**src/rtl/mlp_seq_ctrl.sv**
```systemverilog
// Image-load and run sequencer for the MNIST MLP engine.
// Streams pixels into the image RAM, kicks the engine, then latches its class.
module mlp_seq_ctrl #(
  parameter int NUM_PIX    = 784,
  parameter int ADDR_W     = 10,
  parameter int RUN_CYCLES = 6500,
  parameter int CNT_W      = 13
) (
  input  logic              CK,
  input  logic              RB,
  input  logic              START_I,
  input  logic              ABORT_I,
  input  logic              PIX_VALID_I,
  input  logic [7:0]        PIX_DATA_I,
  output logic              PIX_READY_O,
  output logic              RAM_WE_O,
  output logic [ADDR_W-1:0] RAM_WADDR_O,
  output logic [7:0]        RAM_WDATA_O,
  output logic              MLP_EN_O,
  input  logic [7:0]        MLP_LED_I,
  output logic              BUSY_O,
  output logic              DONE_O,
  output logic [3:0]        CLASS_O,
  output logic              CLASS_ERR_O
);

  typedef enum logic [2:0] {
    IDLE,
    LOAD,
    FLUSH,
    KICK,
    RUN,
    DONE
  } state_t;

  localparam logic [ADDR_W-1:0] LAST_PIX = ADDR_W'(NUM_PIX - 1);
  localparam logic [CNT_W-1:0]  LAST_RUN = CNT_W'(RUN_CYCLES - 1);

  state_t            state_q, state_d;
  logic [ADDR_W-1:0] pix_q, pix_d;
  logic [CNT_W-1:0]  run_q, run_d;
  logic              we_d;
  logic [ADDR_W-1:0] waddr_d;
  logic [7:0]        wdata_d;
  logic [3:0]        cls_d;
  logic              err_d;
  logic              hs;

  assign PIX_READY_O = (state_q == LOAD);
  assign MLP_EN_O    = (state_q == KICK);
  assign DONE_O      = (state_q == DONE);
  assign BUSY_O      = (state_q != IDLE);
  assign hs          = PIX_VALID_I & PIX_READY_O;

  always_ff @(posedge CK or negedge RB) begin
    if (!RB) begin
      state_q     <= IDLE;
      pix_q       <= '0;
      run_q       <= '0;
      RAM_WE_O    <= 1'b0;
      RAM_WADDR_O <= '0;
      RAM_WDATA_O <= '0;
      CLASS_O     <= '0;
      CLASS_ERR_O <= 1'b0;
    end else begin
      state_q     <= state_d;
      pix_q       <= pix_d;
      run_q       <= run_d;
      RAM_WE_O    <= we_d;
      RAM_WADDR_O <= waddr_d;
      RAM_WDATA_O <= wdata_d;
      CLASS_O     <= cls_d;
      CLASS_ERR_O <= err_d;
    end
  end

  always_comb begin
    state_d = state_q;
    pix_d   = pix_q;
    run_d   = run_q;
    we_d    = 1'b0;
    waddr_d = RAM_WADDR_O;
    wdata_d = RAM_WDATA_O;
    cls_d   = CLASS_O;
    err_d   = CLASS_ERR_O;
    // Abort wins over everything, including a handshake in the same cycle
    if (ABORT_I) begin
      state_d = IDLE;
      pix_d   = '0;
      run_d   = '0;
    end else begin
      unique case (state_q)
        IDLE: begin
          if (START_I) begin
            state_d = LOAD;
            pix_d   = '0;
          end
        end
        LOAD: begin
          if (hs) begin
            we_d    = 1'b1;
            waddr_d = pix_q;
            wdata_d = PIX_DATA_I;
            if (pix_q == LAST_PIX) begin
              state_d = FLUSH;
            end else begin
              pix_d = pix_q + 1'b1;
            end
          end
        end
        FLUSH: state_d = KICK;
        KICK: begin
          run_d   = '0;
          state_d = RUN;
        end
        RUN: begin
          if (run_q == LAST_RUN) begin
            state_d = DONE;
            cls_d   = MLP_LED_I[3:0];
            err_d   = (MLP_LED_I > 8'd9);
          end else begin
            run_d = run_q + 1'b1;
          end
        end
        DONE: state_d = IDLE;
        default: state_d = IDLE;
      endcase
    end
  end

endmodule

```
**config.mk**
```make
export PLATFORM = sky130hd
export DESIGN_NAME = mlp_seq_ctrl
export DESIGN_NICKNAME = d
export VERILOG_FILES = /design/src/rtl/mlp_seq_ctrl.sv
export SDC_FILE = /design/constraint.sdc
export NUM_CORES = 1
export LEC_CHECK = 0
export BUFFER_PORTS_ARGS = -buffer_cell sky130_fd_sc_hd__buf_2
export CAP_MARGIN = 20
export CELL_PAD_IN_SITES_DETAIL_PLACEMENT = 1
export CELL_PAD_IN_SITES_GLOBAL_PLACEMENT = 2
export CORE_MARGIN = 4
export CORE_UTILIZATION = 30
export DETAILED_ROUTE_END_ITERATION = 10
export PLACE_DENSITY = 0.82
export SLEW_MARGIN = 20
export SYNTH_ARGS = -nofsm -noshare
export SYNTH_HDL_FRONTEND = slang
export SYNTH_SLANG_ARGS = --single-unit
```
**constraint.sdc**
```tcl
create_clock -name CK -period 2.25 [get_ports CK]
set_clock_uncertainty 0.1 [all_clocks]
set_input_delay 0.45 -clock CK [delete_from_list [all_inputs] [get_ports CK]]
set_output_delay 0.45 -clock CK [all_outputs]
set_load 0.02 [all_outputs]
```
==> metrics <==
Layout fillers=978; fraction of layout instances using a drive strength above 1=27.6%; dpl cells=427; Clock Tree Buf Depth=2; Tmin final=2.04 ns; dominant cells by area after synthesis=dfrtp_1, nand2_1, nand3_1; Max Clk Rate=491 MHz; synthesized cell area=2500 um^2; Synth area leader=dfrtp_1; Avg Inst Size Synth=9.31 um^2; routability cong.=0.753; via total after detailed routing=2230; DR DRC count=0; Clock Pin Slew Worst Setup and Hold Paths=0.10 ns; largest net degree at the start of global routing=51; share of the synthesized area in the top cell type=50.1%; Ys Warns=0; Hold Path Class=input port to async pin; synth unique cells=53; Pins Over Slew Limit=0; core box area=8130 um^2; Req. time, crit path=2.37 ns; Cells after Synth=268; # clock sinks=50; DP Area=2940 um^2; DR vias/cell=5.13; initial core utilization=30.7%; Worst Path Arrival=2.16 ns; Remaining Overflow, GRT=0; clock buffer count from CTS=5; Detailed Routing Iterations Pass 1=4; first-pass GRT wire length=11100 um; H-tree levels=2; ANT cells=0; Post-synth EDFFs=0; PD cells=562 nW/um^2; Storage cell area=1250 um^2; Layout Cells excl Fill=435; postcts setup bufs=0; DP Wirelength=4720 um; final hold viol count=0; Clk Latency, worst-skew pair=0.31 ns; DRT antenna net count=0; FF+latch count, synth=50; post-synthesis sequential area ratio=50.1%; LEAKAGE=1.54 nW; Worst IR Drop VDD=0.236 mV; vias in the first global route=2288; RSZ-0062 raised after global routing=false; Area Overhead vs Synth=21.9%; Worst Path Class, Setup=flop to flop; Worst-Margin Slew=0.661 ns; Die Area=9840 um^2; max-cap viol count=0; Main synth FF type=dfrtp_1; CTS tree=done; Async S/R FF share, synth=100%; WL per Instance=14.9 um; DRT Wirelength=6500 um; number of cell rows=33; Max transition margin=55.9%; # port buffers=48; Die Wd=99.2 um; Final period util=90.5%; worst-path fanout max=16; area occupied by multi-input gates=1140 um^2; final layout net count=352; I/O Pins=49; final setup fails=0; post-route design area=3040 um^2; CTS Root Buffer Type=clkbuf_8; DIE HEIGHT=99.2 um; overall routing resource usage=13.8%; DRT iter0 DRCs=38; Crit. End Element=flop; status=completed; initial antenna violation count=0; Startpoint Class=flop; syn_nets=291
-- flip-flops by register name, indices dropped and copies added, names as in the netlist --
| register | cells |
|---|---|
| run_q | 13 |
| RAM_WADDR_O | 10 |
| pix_q | 10 |
| RAM_WDATA_O | 8 |
| CLASS_O | 4 |
| state_q | 3 |
| CLASS_ERR_O | 1 |
| RAM_WE_O | 1 |
-- logic make-up after synthesis --
logic type | share of synthesized area, %
muxes | 2.66
DFF | 50.1
adders and majority gates | 1.00
xor gates and xnor gates | 0.702
and+or+nand+nor | 27.4
AOI/OAI and AO/OA | 13.7
buffers and inverters | 4.41
-- cell usage in the layout (no fill, tap or decap), types with 2 or more instances in the layout --
cell type  netlist  layout
inv_1            8       8
nor3_1           3       3
nor2_1          13      13
xor2_1           2       2
dfrtp_1         50      50
buf_4            2      20
and3_1           5       5
or3_1            3       3
nand4_1          4       4
buf_2            6      48
ha_1             2       2
o31ai_1          9       9
a21oi_1         11      11
a41oi_1          3       3
clkbuf_8         0       5
o21ai_0         14      14
nand3_1         14      14
mux2_2           5       5
nand2_1         64      64
and4_1           3       3
a31oi_1          4       4
or4_1            3       3
nor4_1           3       3
a211oi_1         3       3
and2_1           2       2
-- worst max-delay path: stages, from the launching register on --
cell and delay [ns]:
dfrtp_1 0.38, or4b_1 0.59, or2_1 0.27, clkinv_2 0.19, nand2_1 0.15, o31ai_1 0.26
-- synth_stat cells, types with 2 or more instances --
cell / n
o21ai_0: 14
or4_1: 3
a41oi_1: 3
a211oi_1: 3
clkbuf_1: 4
nor4_1: 3
o31ai_1: 9
nor2_1: 13
and3_1: 5
a21oi_1: 11
nand3_1: 14
buf_2: 6
xor2_1: 2
dfrtp_1: 50
and4_1: 3
or3_1: 3
mux2_2: 5
inv_1: 8
nand2_1: 64
nor3_1: 3
buf_4: 2
nand4_1: 4
ha_1: 2
a31oi_1: 4
and2_1: 2
-- power breakdown --
part	total, mW	internal, mW	switching [mW]
registers	0.948	0.931	0.0166
clock network	0.553	0.225	0.328
logic	0.209	0.0724	0.137
-- per-stage QoR --
stage                     util, %  setup TNS (ns)  worst slack [ns]  power (mW)  hold slack [ns]
after global routing         37.4               0            0.0714        1.81            0.193
after detailed placement     36.2        -0.00301          -0.00301        1.18            0.364
after floorplan                 -               0             0.238        1.08           0.0544
final                        37.4               0             0.213        1.71            0.143
after CTS                    37.3               0             0.182        1.76            0.164
after global placement       36.2               0             0.106        1.17            0.352
-- per-layer routing --
metal | GRT usage [%] | up-vias | share of wire (%)
met4 | 3.78 | 0 | 0.88
met5 | 0 | - | 0
met2 | 24.3 | 42 | 51
met1 | 17.3 | 1106 | 45
met3 | 2.45 | 4 | 3.4
li1 | - | 1078 | -
-- final cells by class --
cell class | instances | area share, %
Clock inverter | 3 | 0.822
Tap cell | 105 | 4.32
Sequential cell | 50 | 41.1
Inverter | 9 | 1.15
Multi-Input combinational cell | 195 | 37.5
Clock buffer | 5 | 2.26
Timing Repair Buffer | 68 | 12.8
-- final timing paths --
check	start	endpoint	slack [ns]	depth (start not counted)
max in group asynchronous	RB	state_q[0]	1.46	2
worst max-delay path	state_q[2]	pix_q[7]	0.21	5
worst min-delay path	RB	RAM_WDATA_O[6]	0.14	2
min in group CK	PIX_DATA_I[3]	RAM_WDATA_O[3]	0.23	3
worst max register to register	state_q[2]	pix_q[7]	0.21	5
worst min register to register	RAM_WDATA_O[0]	RAM_WDATA_O[0]	0.38	2
-- timing repair --
| item | in CTS | in global routing |
|---|---|---|
| setup endpoints to repair | 0 | 1 |
| hold buffers | 0 | 0 |
| resized for setup | 0 | 1 |
Power figures use the tool's default switching activity.
